===== config.mk =====
export PLATFORM = sky130hd
export DESIGN_NAME = ef_adc8_sar_ctrl
export DESIGN_NICKNAME = d
export VERILOG_FILES = /design/src/rtl/ef_adc8_sar_ctrl.sv
export SDC_FILE = /design/constraint.sdc
export NUM_CORES = 1
export LEC_CHECK = 0
export CORE_ASPECT_RATIO = 0.75
export CORE_MARGIN = 8
export CORE_UTILIZATION = 40
export CTS_CLUSTER_SIZE = 40
export DETAILED_ROUTE_END_ITERATION = 10
export PLACE_DENSITY_LB_ADDON = 0.1
export REMOVE_ABC_BUFFERS = 1
export SLEW_MARGIN = 30
export SYNTH_ARGS = -nofsm -noshare
export SYNTH_HDL_FRONTEND = slang
export SYNTH_SLANG_ARGS = --single-unit

===== constraint.sdc =====
create_clock -name UserCLK -period 2.15 [get_ports UserCLK]
set_input_delay 0.43 -clock UserCLK [delete_from_list [all_inputs] [get_ports UserCLK]]
set_output_delay 0.43 -clock UserCLK [all_outputs]
set_load 0.1 [all_outputs]

===== src/rtl/ef_adc8_sar_ctrl.sv =====
// Successive-approximation controller for the EF 8-bit SAR ADC macro.
// Samples on a fabric START edge, then runs WIDTH comparator trials MSB first.
module ef_adc8_sar_ctrl #(
  parameter int WIDTH         = 8,
  parameter int SAMPLE_CYCLES = 4,
  parameter int SETTLE_CYCLES = 2
) (
  input  logic             UserCLK,
  input  logic             RST_N,
  input  logic             ENABLE,
  input  logic             START,
  input  logic             CMP,
  output logic             EN_ANA,
  output logic             SAMPLE,
  output logic [WIDTH-1:0] SAR_BITS,
  output logic [WIDTH-1:0] DATA,
  output logic             VALID,
  output logic             BUSY,
  output logic             OVERRUN
);

  localparam int CNT_MAX = (SAMPLE_CYCLES > SETTLE_CYCLES) ? SAMPLE_CYCLES : SETTLE_CYCLES;
  localparam int CNT_W   = $clog2(CNT_MAX + 1);
  localparam int IDX_W   = (WIDTH > 1) ? $clog2(WIDTH) : 1;

  typedef enum logic [1:0] {
    ST_IDLE,
    ST_SAMPLE,
    ST_CONVERT
  } state_t;

  state_t             state, state_nxt;
  logic               start_q;
  logic               start_edge;
  logic [CNT_W-1:0]   cnt, cnt_nxt;
  logic [IDX_W-1:0]   bit_idx, bit_idx_nxt;
  logic               sample_nxt, valid_nxt, busy_nxt, overrun_nxt;
  logic [WIDTH-1:0]   sar_nxt, data_nxt, kept_code;

  assign start_edge = START & ~start_q;

  // Trial bit survives only if the comparator says Vin is at or above the trial level.
  assign kept_code = CMP ? SAR_BITS : (SAR_BITS & ~(WIDTH'(1) << bit_idx));

  always_comb begin
    state_nxt   = state;
    cnt_nxt     = cnt;
    bit_idx_nxt = bit_idx;
    sample_nxt  = SAMPLE;
    sar_nxt     = SAR_BITS;
    data_nxt    = DATA;
    valid_nxt   = 1'b0;
    busy_nxt    = BUSY;
    overrun_nxt = OVERRUN;

    if (!ENABLE) begin
      state_nxt  = ST_IDLE;
      cnt_nxt    = '0;
      sample_nxt = 1'b0;
      sar_nxt    = '0;
      busy_nxt   = 1'b0;
    end else begin
      case (state)
        ST_IDLE: begin
          sample_nxt = 1'b0;
          sar_nxt    = '0;
          busy_nxt   = 1'b0;
          if (start_edge) begin
            state_nxt   = ST_SAMPLE;
            cnt_nxt     = '0;
            sample_nxt  = 1'b1;
            busy_nxt    = 1'b1;
            overrun_nxt = 1'b0;
          end
        end

        ST_SAMPLE: begin
          if (start_edge) overrun_nxt = 1'b1;
          if (cnt == CNT_W'(SAMPLE_CYCLES - 1)) begin
            state_nxt   = ST_CONVERT;
            cnt_nxt     = '0;
            sample_nxt  = 1'b0;
            sar_nxt     = {1'b1, {(WIDTH-1){1'b0}}};
            bit_idx_nxt = IDX_W'(WIDTH - 1);
          end else begin
            cnt_nxt = cnt + CNT_W'(1);
          end
        end

        ST_CONVERT: begin
          if (start_edge) overrun_nxt = 1'b1;
          if (cnt == CNT_W'(SETTLE_CYCLES - 1)) begin
            cnt_nxt = '0;
            if (bit_idx != '0) begin
              sar_nxt     = kept_code | (WIDTH'(1) << (bit_idx - IDX_W'(1)));
              bit_idx_nxt = bit_idx - IDX_W'(1);
            end else begin
              state_nxt = ST_IDLE;
              data_nxt  = kept_code;
              valid_nxt = 1'b1;
              busy_nxt  = 1'b0;
              sar_nxt   = '0;
            end
          end else begin
            cnt_nxt = cnt + CNT_W'(1);
          end
        end

        default: begin
          state_nxt  = ST_IDLE;
          sample_nxt = 1'b0;
          sar_nxt    = '0;
          busy_nxt   = 1'b0;
        end
      endcase
    end
  end

  always_ff @(posedge UserCLK or negedge RST_N) begin
    if (!RST_N) begin
      state    <= ST_IDLE;
      start_q  <= 1'b0;
      cnt      <= '0;
      bit_idx  <= '0;
      EN_ANA   <= 1'b0;
      SAMPLE   <= 1'b0;
      SAR_BITS <= '0;
      DATA     <= '0;
      VALID    <= 1'b0;
      BUSY     <= 1'b0;
      OVERRUN  <= 1'b0;
    end else begin
      state    <= state_nxt;
      start_q  <= START;
      cnt      <= cnt_nxt;
      bit_idx  <= bit_idx_nxt;
      EN_ANA   <= ENABLE;
      SAMPLE   <= sample_nxt;
      SAR_BITS <= sar_nxt;
      DATA     <= data_nxt;
      VALID    <= valid_nxt;
      BUSY     <= busy_nxt;
      OVERRUN  <= overrun_nxt;
    end
  end

endmodule


==> results of run 1 <==
-- kinds of logic (layout without fill, tap and decap cells) --
kind of cell,count (synthesis),in the layout,synth area share (%)
AO/OA/AOI/OAI,40,40,16.2
XOR/XNOR,1,1,0.489
adder cells (fa/ha/maj),15,15,10.5
buffers and inverters,21,49,4.89
flip-flops,30,30,41.9
multiplexers,7,7,4.12
AND/OR/NAND/NOR,81,81,21.9
-- synth_stat cells (5+ instances only) --
library cell	n	share of area (%)
nand2_1	40	8.4
nand2b_1	5	1.7
nor2_1	13	2.7
buf_2	7	2.0
dfrtp_1	30	42
a21oi_1	6	1.7
nand3_1	6	1.7
o22ai_1	8	2.8
inv_1	11	2.3
ha_1	15	10
-- metrics by stage --
stage | utilization (%) | hold slack (ns) | setup WS (ns)
4_1_cts | 48.8 | 0.474 | 0.220
3_5_place_dp | 46.6 | 0.458 | 0.223
6_report | 48.8 | 0.467 | 0.234
3_3_place_gp | 46.6 | 0.455 | 0.245
5_1_grt | 48.8 | 0.506 | 0.100
2_1_floorplan | - | 0.134 | 0.413
-- worst register-to-register path, delay by kind of cell, from the launching register on --
family	cells	cell delay, ns
AOI/OAI and AO/OA	2	0.57
adders and majority gates	1	0.45
buffers and inverters	1	0.14
DFF	1	0.46
and+or+nand+nor	1	0.17
-- flip-flops by register name, summed over array words and instances (netlist names) --
signal / flops
bit_idx: 3
state: 2
start_q: 1
VALID: 1
DATA: 8
SAR_BITS: 8
SAMPLE: 1
EN_ANA: 1
cnt: 3
BUSY: 1
OVERRUN: 1
-- layout by cell type (no fill, tap or decap), types with 2 or more instances in the layout --
master           instances
dfrtp_1                 30
nor3_1                   2
inv_1                   11
clkdlybuf4s50_1          4
nand2_1                 40
nor2b_1                  4
ha_1                    15
a31oi_1                  3
a21o_1                   4
o21ai_1                  2
a221oi_1                 4
nor2_1                  13
nand3_1                  6
a222oi_1                 2
a21oi_1                  6
o22ai_1                  8
buf_4                   25
mux2_1                   3
clkbuf_8                 6
nand4_1                  2
a21boi_1                 2
mux2i_1                  4
and2_1                   2
or2_1                    2
nand2b_1                 5
-- final cells by class --
type,instances,share of cell area [%]
Clock buffer,6,3.86
Clock inverter,2,0.584
Inverter,12,2.10
Multi-Input combinational cell,144,44.5
Sequential cell,30,35.0
Tap cell,57,3.33
Timing Repair Buffer,29,10.6
-- power groups by stage --
stage                     logic, µW  registers [µW]  clock network, µW
after global placement          798             702                  0
after detailed placement        811             708                  0
after global routing            889             708                515
after floorplan                 462             831                  0
final                           823             699                465
after CTS                       815             697                482
-- per-layer routing --
metal / global-route usage, % / vias to the layer above / share of wire, %
li1: - / 733 / -
met1: 17.7 / 704 / 49
met2: 19.6 / 48 / 43
met3: 4.33 / 6 / 6.8
met4: 3.91 / 0 / 0.71
met5: 0 / - / 0
-- path summary, 6_finish.rpt --
check / to / slack (ns) / depth (start not counted)
worst max-delay path: SAR_BITS[7]$_DFFE_PN0P_ / 0.23 / 5
worst min-delay path: DATA[5]$_DFFE_PN0P_ / 0.47 / 2
worst max register to register: SAR_BITS[7]$_DFFE_PN0P_ / 0.23 / 5
worst min register to register: DATA[5]$_DFFE_PN0P_ / 0.47 / 2
max in group asynchronous: bit_idx[1]$_DFFE_PN0P_ / 1.32 / 2
min in group asynchronous: state[0]$_DFFE_PN0P_ / 0.54 / 2
==> out/qor.yml, run 1 <==
critical_path:
  crit_path_start: "bit_idx[0]$_DFFE_PN0P_"
  critPathSlowestCell: "dfrtp_1"
  worstReg2RegStart: "bit_idx[0]$_DFFE_PN0P_"
  cp_max_fo: 11
  path_buf_inv: 1
  slowest_delay_ns: 0.46
  worstPathRequired_ns: 2.28
  critPathKind: "register to register"
  cp-end-kind: "register"
  crit_family: "compound AO/OA/AOI/OAI gates"
  path_cells: "inv_1 -> ha_1 -> nor2b_1 -> a221oi_1 -> o221ai_1"
  critPathArrivalTime_ns: 2.05
  startpoint_type: "register"
floorplan:
  die_h_um: 73.9
  dieArea_um2: 6900
  row_count: 21
  core_area_um2: 4390
  fp.dieW_um: 93.3
  ioPinCount: 26
  initial_core_util_pct: 40.8
worst_hold_path:
  hold_start: "DATA[5]$_DFFE_PN0P_"
  min_path_type: "register to register"
power:
  peakVddDrop_uv: 411
  pwr-share-seq_pct: 35.2
  p_total_uw: 1990
  p_int_uw: 1150
  power_density_nw_per_um2: 928
  netSwitchingFraction_pct: 42.0
  p_comb_share_pct: 41.4
  switching_power_uw: 834
  power.share.clock_pct: 23.4
  p_leak_uw: 0.00104
synth:
  synthFlopType: "dfrtp_1"
  synth-async-reset-ratio_pct: 100
  ys_types: 40
  syn_area_um2: 1790
  yosysWarnings: 0
  syn_area_per_cell_um2: 9.18
  synth_edf_count: 0
  syn_inst: 195
  seq_area_frac_synth_pct: 41.9
  ys_ff_latch: 30
detailed_routing:
  viasPerCell: 5.33
  ant_nets: 0
  drc: 0
  vias: 1491
  drt_pre_antenna_iters: 7
  wirelength_um: 4370
  first_iter_violations: 88
  routedWlPerCell_um: 15.6
timing:
  fin_setup_tns_ns: 0
  slew_violations: 0
  maxSlewHeadroom_pct: 68.2
  fmax_ghz: 0.522
  fin_crit_sh_pct: 89.1
  hold_viol_final: 0
  rsz0062_at_grt: "no"
  setup_viol: 0
  worst_pin_slew_ns: 0.477
  post-route-min-period_ns: 1.92
  finClkSkew_ns: 0.00789
cts:
  cts_buffers: 5
  cts_buffer_depth: 2
  htree_levels: 2
  cts_hold_buf: 0
  cts.repair.resized: 0
  clk_latency_ns: 0.27
  clk_pin_slew_ns: 0.07
  cts_tree: "done"
  clock-sinks: 30
  ctsRootBufferMaster: "clkbuf_8"
  postCtsSetupBuffers: 0
finish:
  layout-drive-gt1-share_pct: 17.5
  diodes: 0
  area.sequential_um2: 751
  n_fill_cell: 421
  nets: 242
  area_growth_syn_to_layout_pct: 19.6
  instances_no_fill: 280
  finalInstanceArea_um2: 2140
  multi_input_area_um2: 952
global_routing:
  grt_pass1_wl_um: 7180
  grt_max_degree: 31
  grt_pass1_vias: 1470
  antenna_found_initial: 0
  grt_overflow: 0
  track_usage_pct: 13.2
placement:
  place_congestion: 0.905
  place_inst: 272
  placedInstanceArea_um2: 2050
  place.port_buffers: 25
  hpwl_um: 3270
status:
  outcome: "complete, no violations"
flow_run:
  drv_cap: 0
Note: power is estimated with default switching activity, not from simulation.
==> run 2: changes to the inputs <==
--- a/config.mk
+++ b/config.mk
@@ -6,7 +6,6 @@
 export NUM_CORES = 1
 export LEC_CHECK = 0
 export CORE_ASPECT_RATIO = 0.75
-export CORE_MARGIN = 8
 export CORE_UTILIZATION = 40
 export CTS_CLUSTER_SIZE = 40
 export DETAILED_ROUTE_END_ITERATION = 10
==> out/qor.yml, run 2 (synthesized netlist as in run 1, its figures left out) <==
timing:
  fin_crit_sh_pct: 89.4  # +0.30 points
  fmax_ghz: 0.520  # -0.33%
  setup_viol: 0  # unchanged
  hold_viol_final: 0  # unchanged
  holdWs_ns: 0.471  # +0.00420 ns
  fin_setup_tns_ns: 0  # unchanged
  maxSlewHeadroom_pct: 69.8  # +1.7 points
  slew_violations: 0  # unchanged
  rsz0062_at_grt: "no"
  finClkSkew_ns: 0.00418  # -0.00370 ns
  worst_pin_slew_ns: 0.453  # -0.0248 ns
  post-route-min-period_ns: 1.92  # +0.00641 ns
  postLayoutSetupSlackWorst_ns: 0.227  # -0.00641 ns
cts:
  cts_buffer_depth: 2  # unchanged
  cts_buffers: 5  # unchanged
  cts.repair.resized: 0  # unchanged
  htree_levels: 2  # unchanged
  clk_latency_ns: 0.28  # about the same
  postCtsSetupBuffers: 0  # unchanged
  clk_pin_slew_ns: 0.06  # about the same
  cts_tree: "done"
  clock-sinks: 30  # unchanged
  cts_hold_buf: 0  # unchanged
  ctsRootBufferMaster: "clkbuf_8"
power:
  switching_power_uw: 830  # -0.56%
  p_total_uw: 1980  # -0.59%
  peakVddDrop_uv: 440  # +7.0%
  power.share.clock_pct: 22.8  # -0.6 points
  power_density_nw_per_um2: 926  # -0.24%
  netSwitchingFraction_pct: 42.0  # about the same
  p_comb_share_pct: 41.8  # +0.4 points
  pwr-share-seq_pct: 35.4  # +0.2 points
  p_leak_uw: 0.00104  # about the same
  p_int_uw: 1150  # -0.61%
floorplan:
  fp.dieW_um: 79.3  # -15%
  initial_core_util_pct: 42.8  # +2.0 points
  row_count: 20  # -4.8%
  core_area_um2: 4180  # -4.8%
  die_h_um: 59.9  # -19%
  ioPinCount: 26  # unchanged
  dieArea_um2: 4750  # -31%
finish:
  final_common_cell: "nand2_1"
  nets: 243  # +0.41%
  final_cell_mix: "40 x nand2_1, 30 x dfrtp_1, 26 x buf_4, 15 x ha_1, 13 x nor2_1"
  diodes: 0  # unchanged
  instances_no_fill: 277  # -1.1%
  top_regs: "DATA: 8 flops, SAR_BITS: 8 flops"
  area_growth_syn_to_layout_pct: 19.2
  layout-drive-gt1-share_pct: 17.1  # -0.37 points
detailed_routing:
  first_iter_violations: 187  # +110%
  drc: 0  # unchanged
  ant_nets: 0  # unchanged
  routedWlPerCell_um: 15.1  # -3.3%
  drt_pre_antenna_iters: 4  # -3
  vias: 1498  # +0.47%
  wirelength_um: 4180  # -4.3%
  viasPerCell: 5.41  # +1.6%
global_routing:
  antenna_found_initial: 0  # unchanged
  grt_overflow: 0  # unchanged
  grt_pass1_wl_um: 6930  # -3.5%
  grt_max_degree: 31  # unchanged
  track_usage_pct: 20.1  # +6.9 points
  grt_pass1_vias: 1414  # -3.8%
critical_path:
  critPathSlowestCell: "dfrtp_1"
  worstReg2RegStart: "bit_idx[0]$_DFFE_PN0P_"
  critPathKind: "register to register"
  slowest_delay_ns: 0.46  # about the same
  worstPathRequired_ns: 2.37  # +0.09 ns
  rrSetupSlack_ns: 0.23  # about the same
  r2r_cells: 7  # +2
  cp_max_fo: 10  # -1
  path_cells: "inv_1 -> ha_1 -> nand4bb_1 -> or2_1 -> inv_2 -> nand3_1 -> nand2_1"
  critPathArrivalTime_ns: 2.14  # +0.09 ns
  startpoint_type: "register"
  cp-end-kind: "register"
  r2r_end: "DATA[4]$_DFFE_PN0P_"
worst_hold_path:
  whs_endpoint: "DATA[5]$_DFFE_PN0P_"
  min_path_type: "register to register"
  hold-path-cell-count: 2  # unchanged
  hold_start: "DATA[5]$_DFFE_PN0P_"
flow_run:
  drv_cap: 0  # unchanged
placement:
  hpwl_um: 3110  # -4.8%
  place_inst: 271  # -0.37%
  place_congestion: 0.752  # -17%
  place.port_buffers: 25  # unchanged
  pre_cts_ws_ns: 0.238  # +0.0145 ns
status:
  outcome: "complete, no violations"
[run 2: cell types whose count changed in the layout (fill, tap and decap cells not counted)]
cell        change
buf_4           +1
clkinv_2        -1
clkinvlp_4      -1
[run 2: stage by stage]
stage	area, µm²	utilization [%]
global placement	2050	49.1
floorplan	1750	-
finish	2130	51.1
CTS	2130	51.1
global route	2130	51.1
detailed placement	2050	49.1
[run 2: layout make-up]
cell class	count	area (µm²)
clock buffer	6	82.6
fill	400	2040
inverter	12	45.0
multi-input combinational	144	952
sequential	30	751
tap	55	68.8
timing repair buffer	30	235
[run 2: worst max path at each step]
stage / to / start / slack, ns / cells after the start
finish: DATA[4]$_DFFE_PN0P_ / bit_idx[0]$_DFFE_PN0P_ / 0.23 / 7
global route: DATA[7]$_DFFE_PN0P_ / bit_idx[0]$_DFFE_PN0P_ / 0.03 / 7
global placement: cnt[0]$_DFFE_PN0P_ / state[0]$_DFFE_PN0P_ / 0.25 / 6
CTS: DATA[4]$_DFFE_PN0P_ / bit_idx[0]$_DFFE_PN0P_ / 0.23 / 7
detailed placement: OVERRUN$_DFFE_PN0P_ / ENABLE / 0.24 / 5
floorplan: SAR_BITS[7]$_DFFE_PN0P_ / state[0]$_DFFE_PN0P_ / 0.41 / 5
[run 2: critical path, delay by kind of cell (launching register included)]
kind | cells | cell delay [ns]
adders and majority gates | 1 | 0.34
buffers and inverters | 2 | 0.32
DFF | 1 | 0.46
and+or+nand+nor | 4 | 0.75
[run 2: metal layers]
layer	vias to the layer above	part of all wire (%)	track usage [%]
li1	734	-	-
met1	711	52	29.1
met2	46	42	28.9
met3	7	5.0	4.58
met4	0	1.0	7.79
met5	-	0	0
[run 2: power by group through the flow]
| stage | Clock, µW | Combinational (µW) | Sequential, µW |
|---|---|---|---|
| 2_1_floorplan | 0 | 462 | 831 |
| 3_3_place_gp | 0 | 810 | 702 |
| 6_report | 451 | 825 | 700 |
| 4_1_cts | 459 | 816 | 700 |
| 5_1_grt | 482 | 893 | 714 |
| 3_5_place_dp | 0 | 812 | 710 |
==> variant (settings of run 2) <==
The output `EN_ANA` loses its register stage (`EN_ANA` becomes a continuous assignment).
--- a/src/rtl/ef_adc8_sar_ctrl.sv
+++ b/src/rtl/ef_adc8_sar_ctrl.sv
@@ -122,7 +122,6 @@
       start_q  <= 1'b0;
       cnt      <= '0;
       bit_idx  <= '0;
-      EN_ANA   <= 1'b0;
       SAMPLE   <= 1'b0;
       SAR_BITS <= '0;
       DATA     <= '0;
@@ -134,7 +133,6 @@
       start_q  <= START;
       cnt      <= cnt_nxt;
       bit_idx  <= bit_idx_nxt;
-      EN_ANA   <= ENABLE;
       SAMPLE   <= sample_nxt;
       SAR_BITS <= sar_nxt;
       DATA     <= data_nxt;
@@ -144,5 +142,7 @@
     end
   end
 
+  assign EN_ANA = ENABLE;
+
 endmodule
 
Behaviour: not the same (a bounded check fails within 4 cycles, from zero or initial values and one cycle with RST_N low).
==> variant against run 2 <==
Non-clock buffer count is the same; total power grew 5.6%; setup slack lost 0.024 ns; utilization grew 0.82 points; area after synthesis shrank 0.98%; global-route usage shrank 0.080 points; wire length shrank 0.24%; design area grew 1.0%; sequential cell count shrank 1; worst hold slack lost 0.0045 ns; critical path type unchanged; critical endpoint is now DATA[3].
==> variant: results (changes against run 2) <==
----------------------------------------------------
[Outcome]
  Outcome ... completed (unchanged)

[Placement]
  Post-placement cell area ... 2040 um2 (was 2050 um2)
  RD Place Congestion ... 0.819 (was 0.752)
  Setup slack after placement ... 0.230 ns (was 0.238 ns)
  Post-Place Cells ... 270 (was 271)

[Timing]
  Worst-margin pin slew ... 0.471 ns (was 0.453 ns)
  Final setup skew ... 0.00304 ns (was 0.00418 ns)

[Routing]
  Vias after detailed routing ... 1,475 (was 1,498)
  Routed wire length ... 4.17 mm (was 4.18 mm)
  1st-iter DRT viols ... 80 (was 187)
  Total routed wire length on the met1 layer ... 2.17 mm (was 2.18 mm)
  Metal3 WL ... 227 um (was 211 um)
  Routed length on met2 ... 1.75 mm (about the same)

[GRT]
  Met2 Use GR ... 28.3% (was 28.9%)
  Global-route track usage on met1 ... 30.0% (was 29.1%)
  GRT Resource Usage Total ... 20.0% (was 20.1%)
  Pin count of the biggest net entering global routing ... 30 (was 31)
  Vias in the first global route ... 1,381 (was 1,414)

[Hold path]
  Worst Hold Launch ... DATA[4] (was DATA[5])

[Cells and area]
  Fin nets ... 242 (was 243)
  Final standard cell count with taps included and fillers excluded ... 278 (was 277)
  Share of post-route cells with drive strength above 1 ... 17.5% (was 17.1%)

[Logic synthesis]
  Post-synth top area share ... 40.9% (was 41.9%)
  Cell types with the highest counts after synthesis ... sky130_fd_sc_hd__nand2_1, sky130_fd_sc_hd__dfrtp_1, sky130_fd_sc_hd__ha_1 (unchanged)
  Post-synthesis sequential area ratio ... 40.9% (was 41.9%)
  Number of different library cells in the post-synthesis netlist ... 41 (was 40)
  Synth area leaders ... sky130_fd_sc_hd__dfrtp_1, sky130_fd_sc_hd__ha_1, sky130_fd_sc_hd__nand2_1, sky130_fd_sc_hd__o22ai_1, sky130_fd_sc_hd__nor2_1 (unchanged)

[Power and ir drop]
  Static Leak ... 1.04 nW (about the same)

[Setup path]
  Arrival time at the worst endpoint ... 2.16 ns (was 2.14 ns)

----------------------------------------------------
## variant: cell types whose count changed in the layout (fill, tap and decap cells not counted), sizes merged
cell / delta
bufinv: +1
dfrtp: -1
clkbuf: +1
## variant: kinds of logic after synthesis
| kind of cell | synth area share (%) |
|---|---|
| buffers and inverters | 5.36 |
| adder cells (fa/ha/maj) | 10.6 |
| XOR/XNOR | 0.494 |
| AO/OA/AOI/OAI | 16.4 |
| flip-flops | 40.9 |
| AND/OR/NAND/NOR | 22.1 |
| multiplexers | 4.16 |
## variant: final timing paths
check	endpoint	cells past startpoint	slack, ns
min in group asynchronous	SAMPLE	2	0.53
worst max register to register	DATA[3]	7	0.20
max in group asynchronous	SAR_BITS[2]	2	1.33
worst max-delay path	DATA[3]	7	0.20
worst min register to register	DATA[4]	2	0.47
worst min-delay path	DATA[4]	2	0.47
## variant: power breakdown
group / internal [mW] / switching [mW] / total, mW
registers: 0.600 / 0.0834 / 0.684
clock network: 0.377 / 0.208 / 0.586
logic: 0.280 / 0.537 / 0.817
## variant: layout make-up
| class | count | area, um2 |
|---|---|---|
| clock buffers | 7 | 86.3 |
| fillers | 419 | 2000 |
| well taps | 55 | 68.8 |
| inverters | 12 | 45.0 |
| repair buffers | 30 | 248 |
| clock inverters | 1 | 30.0 |
| flip-flops and latches | 29 | 726 |
| multi-input cells | 144 | 952 |
## variant: worst min-delay path: stages, from the launching register on
cell                      delay (ns)
sky130_fd_sc_hd__dfrtp_1        0.34
sky130_fd_sc_hd__nand2_1        0.05
sky130_fd_sc_hd__nand2_1        0.04
## variant: stage by stage
stage | hold WS, ns | util, %
after floorplan | 0.134 | -
after global placement | 0.455 | 49.1
after detailed placement | 0.463 | 49.1
after CTS | 0.478 | 51.9
after global routing | 0.507 | 51.9
final | 0.466 | 51.9
